--- src/rtl/operand_pair_stager.sv ---
// Pairs consecutive nibbles into mixer operands A/B, captures the mixer result
// into a small FIFO and presents it downstream; counts completed pairs.
module operand_pair_stager #(
  parameter int unsigned DEPTH = 2
) (
  input  logic       clk,
  input  logic       rst_n,
  input  logic       clr,
  input  logic       in_valid,
  input  logic [3:0] in_data,
  output logic       in_ready,
  output logic [3:0] op_a,
  output logic [3:0] op_b,
  input  logic [3:0] mix_c,
  output logic       out_valid,
  output logic [3:0] out_data,
  input  logic       out_ready,
  output logic [7:0] pair_count
);

  localparam int unsigned PTR_W = (DEPTH > 1) ? $clog2(DEPTH) : 1;
  localparam int unsigned CNT_W = $clog2(DEPTH + 1);

  typedef enum logic [1:0] {
    S_A    = 2'd0,
    S_B    = 2'd1,
    S_PUSH = 2'd2
  } state_t;

  state_t           state;
  state_t           state_nxt;
  logic [PTR_W-1:0] wr_ptr;
  logic [PTR_W-1:0] rd_ptr;
  logic [CNT_W-1:0] count;
  logic [3:0]       mem [DEPTH];
  logic             load_a;
  logic             load_b;
  logic             push;
  logic             pop;

  // State register
  always_ff @(posedge clk or negedge rst_n) begin
    if (!rst_n) begin
      state <= S_A;
    end else begin
      state <= state_nxt;
    end
  end

  // Next state, operand load strobes and FIFO push/pop decisions
  always_comb begin
    state_nxt = state;
    in_ready  = 1'b0;
    load_a    = 1'b0;
    load_b    = 1'b0;
    push      = 1'b0;
    pop       = out_valid && out_ready && !clr;
    case (state)
      S_A: begin
        in_ready = rst_n && !clr;
        if (in_valid && in_ready) begin
          load_a    = 1'b1;
          state_nxt = S_B;
        end
      end
      S_B: begin
        in_ready = rst_n && !clr;
        if (in_valid && in_ready) begin
          load_b    = 1'b1;
          state_nxt = S_PUSH;
        end
      end
      S_PUSH: begin
        // A full FIFO may still accept when the head leaves on the same edge
        if (!clr && ((count < CNT_W'(DEPTH)) || pop)) begin
          push      = 1'b1;
          state_nxt = S_A;
        end
      end
      default: state_nxt = S_A;
    endcase
    if (clr) begin
      state_nxt = S_A;
    end
  end

  // Operand registers hold until overwritten; clr leaves them alone
  always_ff @(posedge clk or negedge rst_n) begin
    if (!rst_n) begin
      op_a <= 4'h0;
      op_b <= 4'h0;
    end else begin
      if (load_a) op_a <= in_data;
      if (load_b) op_b <= in_data;
    end
  end

  // Result FIFO pointers and occupancy
  always_ff @(posedge clk or negedge rst_n) begin
    if (!rst_n) begin
      wr_ptr <= '0;
      rd_ptr <= '0;
      count  <= '0;
    end else if (clr) begin
      wr_ptr <= '0;
      rd_ptr <= '0;
      count  <= '0;
    end else begin
      if (push) wr_ptr <= wr_ptr + PTR_W'(1);
      if (pop)  rd_ptr <= rd_ptr + PTR_W'(1);
      case ({push, pop})
        2'b10:   count <= count + CNT_W'(1);
        2'b01:   count <= count - CNT_W'(1);
        default: count <= count;
      endcase
    end
  end

  // FIFO storage and pair counter
  always_ff @(posedge clk or negedge rst_n) begin
    if (!rst_n) begin
      for (int i = 0; i < int'(DEPTH); i++) begin
        mem[i] <= 4'h0;
      end
      pair_count <= 8'h00;
    end else if (push) begin
      mem[wr_ptr] <= mix_c;
      pair_count  <= pair_count + 8'd1;
    end
  end

  assign out_valid = (count != '0);
  assign out_data  = mem[rd_ptr];

endmodule
--- config.mk ---
export PLATFORM = sky130hd
export DESIGN_NAME = operand_pair_stager
export DESIGN_NICKNAME = d
export VERILOG_FILES = /design/src/rtl/operand_pair_stager.sv
export SDC_FILE = /design/constraint.sdc
export NUM_CORES = 1
export LEC_CHECK = 0
export ABC_AREA = 0
export CORE_ASPECT_RATIO = 1.1
export CORE_MARGIN = 2
export CORE_UTILIZATION = 51
export DETAILED_ROUTE_END_ITERATION = 8
export HOLD_SLACK_MARGIN = 0.15
export PLACE_DENSITY = 0.83
export SYNTH_ARGS = -nofsm -noshare
export SYNTH_HDL_FRONTEND = slang
export SYNTH_SLANG_ARGS = --single-unit
--- constraint.sdc ---
create_clock -name clk -period 3.45 [get_ports clk]
set_input_delay 0.69 -clock clk [delete_from_list [all_inputs] [get_ports clk]]
set_output_delay 0.69 -clock clk [all_outputs]
set_load 0.01 [all_outputs]
==> results of run 1 <==
logic make-up after synthesis:
group,Yosys count,share of synthesized area (%)
buffers and inverters,2,0.6422
adder cells (fa/ha/maj),1,0.9181
multiplexers,21,18.46
AO/OA/AOI/OAI,6,2.387
flip-flops,30,55.10
XOR/XNOR,9,5.785
AND/OR/NAND/NOR,34,16.71
path summary, 6_finish.rpt:
check | end | slack [ns] | cells past startpoint
max in group asynchronous | op_a[1] | 2.30 | 2
worst min-delay path | pair_count[7] | 0.48 | 1
worst max register to register | mem[4] | 1.76 | 4
worst max-delay path | in_ready | 0.70 | 3
worst min register to register | pair_count[7] | 0.48 | 1
min in group asynchronous | state[0] | 0.87 | 2
where the power goes:
| part | switching, W | internal (W) |
|---|---|---|
| sequential | 0.0000282 | 0.000394 |
| combinational | 0.0000679 | 0.000124 |
| clock | 0.000105 | 0.0000767 |
layer usage:
| metal | vias up | global-route usage (%) | share of wire [%] |
|---|---|---|---|
| li1 | 440 | - | - |
| met1 | 455 | 22.09 | 42 |
| met2 | 30 | 31.57 | 52 |
| met3 | 2 | 6.186 | 6.0 |
| met4 | 0 | 6.593 | 0.62 |
| met5 | - | 0 | 0 |
through the flow:
step / cell area (µm²) / instances
5_1_grt: 1785 / 174
6_report: 1785 / 174
3_3_place_gp: 1740 / 167
2_1_floorplan: 1363 / 103
3_5_place_dp: 1740 / 167
4_1_cts: 1785 / 174
flip-flops by register name, summed over array words and instances, names as in the netlist:
name and cells:
pair_count 8, wr_ptr 1, op_b 4, state 2, rd_ptr 1, mem 8
op_a 4, count 2
synth_stat cells (2+ instances only):
cell       n
xnor2_1    6
nand4_1    2
o21ai_0    2
mux2_2    17
xor2_1     3
nor2b_1    2
nor3_1     2
nor2_1     2
nand2_1    9
mux2_4     4
a21oi_1    3
dfrtp_1   30
nand2b_1   2
nand3_1    3
area by class of cell:
cell class              count  area [µm²]  share of cell area (%)
clock buffers               7       45.04                   2.523
multi-input cells          71       603.1                   33.78
flip-flops and latches     30       750.7                   42.05
well taps                  31       38.79                   2.172
repair buffers             35       347.8                   19.48
==> impl_metrics.ini, run 1 <==
[run_status]
status = finished, final reports clean

[sta]
fmax_ghz = 0.3633
finalHoldViolations = 0
clock-skew-final_ns = 0.004873
tns_ns = 0
period_needed_ns = 2.752
final_max_slew_viol_count = 0
worst_pin_slew_ns = 0.5814
hold_ws_ns = 0.4786
rsz0062_at_grt = no
setup_viol = 0
fin_ws_ns = 0.6976
slew_headroom_pct = 61.14
post-route-period-util_pct = 79.78

[synthesis]
netlist.area_leader.share_pct = 55.10
synth.net_count = 117
yosysTopAreaCell = dfrtp_1
synthFlopType = dfrtp_1
netlist_area_um2 = 1363
ys_ff_latch = 30
synthCells = 103
ys_seq_area_share_pct = 55.10
synth_edf_count = 0
yosysUniqueCellTypes = 30
postSynth.asyncResetShare_pct = 100.0
syn_avg_cell_area_um2 = 13.23
yosysWarnings = 0
synth_area_leaders = dfrtp_1, mux2_2, mux2_4

[clocking]
cts_tree = done
cts_buffers = 5
cts.clk_slew.worst_paths_ns = 0.08
postCtsHoldBufs = 0
clock-sinks = 30
clockBufferDepth = 2
post-cts-setup-buffers = 0
cts_resized = 0
htree_levels = 2
cts-root-buf = clkbuf_4
clock_latency_ns = 0.31

[placed_design]
place_congestion = 0.7563
dp_hpwl_mm = 1.910
numPortBuffers = 34
post-place-ws_ns = 0.6852

[grt]
antenna_found_initial = 0
gr-total-overflow = 0
grt_pass1_wl_mm = 4.146
grt_start_max_net_pins = 31
grt_pass1_vias = 964
track_usage_pct = 18.76

[floorplan]
rows = 19
dieWidth_um = 53.28
die_h_um = 58.21
boundaryPins = 35
die_area_um2 = 3101
initial_core_util_pct = 54.07
fp.coreArea_um2 = 2520

[drt]
avgViaCountPerCell = 5.328
via_count = 927
wl_per_cell_um = 14.72
post-route-drc-count = 0
ant_nets = 0
drt_iter0_drc = 21
dr.pass1.iters = 4
routed_wl_mm = 2.561

[layout]
final_cell_mix = clkdlybuf4s50_1, dfrtp_1, mux2_2, nand2_1, xnor2_1
fin_nets = 157
final.fill_count = 207
final_core_util_pct = 70.85
final_common_cell = clkdlybuf4s50_1
antenna_cells = 0
drive_gt1_share_pct = 24.48
area_growth_pct = 31.04

[run]
maxCapViolCount = 0

[setup_path]
crit_buf_inv = 2
path_cells = clkdlybuf4s50_1 -> nor3b_1 -> clkdlybuf4s50_1
cp_max_fo = 9
cp.arrival_ns = 2.06
cp_slowest_stage_delay_ns = 0.56
worstSetupPathType = in2out
endpoint_kind = primary output
critPathRequiredTime_ns = 2.76
cpMostUsedCell = clkdlybuf4s50_1
r2r-start = state[1]
crit_start = clr
critical_path.top_delay_family = buffers and inverters
start_kind = input pin
crit_slowest_cell = clkdlybuf4s50_1

[min_path]
hold_path.startpoint = pair_count[7]
hold_class = reg2reg

[pwr]
finalPower_w = 0.0007948
ir_drop_uv = 321.7
powerDensity_nw_per_um2 = 445.1
leakagePower_nw = 0.8186
Power figures use the tool's default switching activity.
==> inputs of run 2 (changes only) <==
--- a/config.mk
+++ b/config.mk
@@ -8,10 +8,10 @@
 export ABC_AREA = 0
 export CORE_ASPECT_RATIO = 1.1
 export CORE_MARGIN = 2
-export CORE_UTILIZATION = 51
+export CORE_UTILIZATION = 43
 export DETAILED_ROUTE_END_ITERATION = 8
 export HOLD_SLACK_MARGIN = 0.15
-export PLACE_DENSITY = 0.83
+export PLACE_DENSITY = 0.75
 export SYNTH_ARGS = -nofsm -noshare
 export SYNTH_HDL_FRONTEND = slang
 export SYNTH_SLANG_ARGS = --single-unit
==> constraint.sdc (replaced) <==
create_clock -name clk -period 2.4 [get_ports clk]
set_input_delay 0.48 -clock clk [delete_from_list [all_inputs] [get_ports clk]]
set_output_delay 0.48 -clock clk [all_outputs]
set_load 0.01 [all_outputs]
==> impl_metrics.ini, run 2 (synthesis results as in run 1) <==
[sta]
rsz0062_at_grt = no
worst_pin_slew_ns = 0.3832
clock-skew-final_ns = 0.005149
fmax_ghz = 0.4349
setup_viol = 0
fin_ws_ns = 0.1007
slew_headroom_pct = 74.45
hold_ws_ns = 0.4838
final_max_slew_viol_count = 0
finalHoldViolations = 0
period_needed_ns = 2.299
post-route-period-util_pct = 95.80
tns_ns = 0

[clocking]
postCtsHoldBufs = 0
cts_resized = 0
htree_levels = 2
clock_latency_ns = 0.32
cts_tree = done
cts-root-buf = clkbuf_4
cts.clk_slew.worst_paths_ns = 0.09
cts_buffers = 5
clock-sinks = 30
clockBufferDepth = 2
post-cts-setup-buffers = 0

[min_path]
hold_path.startpoint = pair_count[7]
hold_path_depth = 1
hold_class = reg2reg
whs_endpoint = pair_count[7]

[setup_path]
cpMostUsedCell = clkdlybuf4s50_1
cp_max_fo = 4
r2r_cells = 4
path_cells = clkdlybuf4s50_1 -> nor3b_1 -> clkdlybuf4s50_1
crit_slowest_cell = clkdlybuf4s50_1
critPathRequiredTime_ns = 1.92
worstSetupPathType = in2out
start_kind = input pin
cp.arrival_ns = 1.82
cp_slowest_stage_delay_ns = 0.58
ff2ff_setup_slack_ns = 0.72
endpoint_kind = primary output
r2r-start = state[1]
r2r_end = mem[5]

[layout]
drive_gt1_share_pct = 27.40
reg.largest.list = mem (8), pair_count (8)
final.fill_count = 264
area_growth_pct = 33.98
fin_nets = 161
final_cell_mix = clkdlybuf4s50_1, dfrtp_1, mux2_2, nand2_1, xnor2_1
antenna_cells = 0
final_common_cell = clkdlybuf4s50_1

[pwr]
power.share.sequential_pct = 51.4
power_frac_clock_pct = 24.9
ir_drop_uv = 501.5
leakagePower_nw = 0.8433
finalPower_w = 0.001180
p_int_w = 0.0008789
p_sw_w = 0.0003011
powerDensity_nw_per_um2 = 646.4
combPwrFrac_pct = 23.7
netSwitchingFraction_pct = 25.52

[placed_design]
place_congestion = 0.6767
dp_hpwl_mm = 1.975
numPortBuffers = 34
post-place-ws_ns = 0.1001

[floorplan]
dieWidth_um = 57.67
rows = 21
boundaryPins = 35
fp.coreArea_um2 = 3048
die_area_um2 = 3636
initial_core_util_pct = 44.70
die_h_um = 63.04

[drt]
post-route-drc-count = 0
wl_per_cell_um = 15.04
ant_nets = 0
dr.pass1.iters = 4
avgViaCountPerCell = 5.239
drt_iter0_drc = 22
via_count = 943
routed_wl_mm = 2.708

[grt]
grt_start_max_net_pins = 31
grt_pass1_wl_mm = 4.602
grt_pass1_vias = 985
gr-total-overflow = 0
track_usage_pct = 16.43
antenna_found_initial = 0

[run_status]
status = finished, final reports clean

[run]
maxCapViolCount = 0
-- run 2: cell types whose count changed in the layout (fill, tap and decap cells not counted), sizes merged --
cell    before  now
buf          1    5
clkbuf       7    6
-- run 2: worst max-delay path by stage --
stage	cells after the start	startpoint	endpoint	slack [ns]
after detailed placement	3	clr	in_ready	0.10
final	3	clr	in_ready	0.10
after global placement	3	clr	in_ready	0.09
after global routing	3	clr	in_ready	0.03
after CTS	3	clr	in_ready	0.08
after floorplan	5	clr	mem[4]	0.60
-- run 2: power groups by stage --
stage,Combinational (W),Sequential [W],Clock (W)
2_1_floorplan,0.0000914,0.000632,0
3_3_place_gp,0.000277,0.000614,0
3_5_place_dp,0.000282,0.000616,0
4_1_cts,0.000284,0.000609,0.000306
5_1_grt,0.000299,0.000619,0.000329
6_report,0.000280,0.000607,0.000294
-- run 2: worst max-delay path, delay by kind of cell --
| kind | cells | cell delay, ns |
|---|---|---|
| buffers and inverters | 2 | 1.06 |
| AND/OR/NAND/NOR | 1 | 0.28 |
-- run 2: area by class of cell --
cell class | count | area [µm²] | share of cell area [%]
Sequential cell | 30 | 750.7 | 41.12
Clock buffer | 6 | 51.30 | 2.810
Timing Repair Buffer | 39 | 377.9 | 20.70
Tap cell | 34 | 42.54 | 2.330
Multi-Input combinational cell | 71 | 603.1 | 33.04
-- run 2: stage by stage --
step           cell area [µm²]  util [%]  std cells
2_1_floorplan             1363         -        103
3_5_place_dp              1774     58.21        174
5_1_grt                   1826     59.89        180
4_1_cts                   1826     59.89        180
3_3_place_gp              1774     58.21        174
6_report                  1826     59.89        180
-- run 2: per-layer routing --
metal	vias up	wire (µm)	track usage, %	part of all wire [%]
met3	4	168	6.004	6.2
met1	457	1225	21.90	45
met4	0	18	4.360	0.66
li1	446	-	-	-
met2	36	1296	25.14	48
met5	-	0	0	0
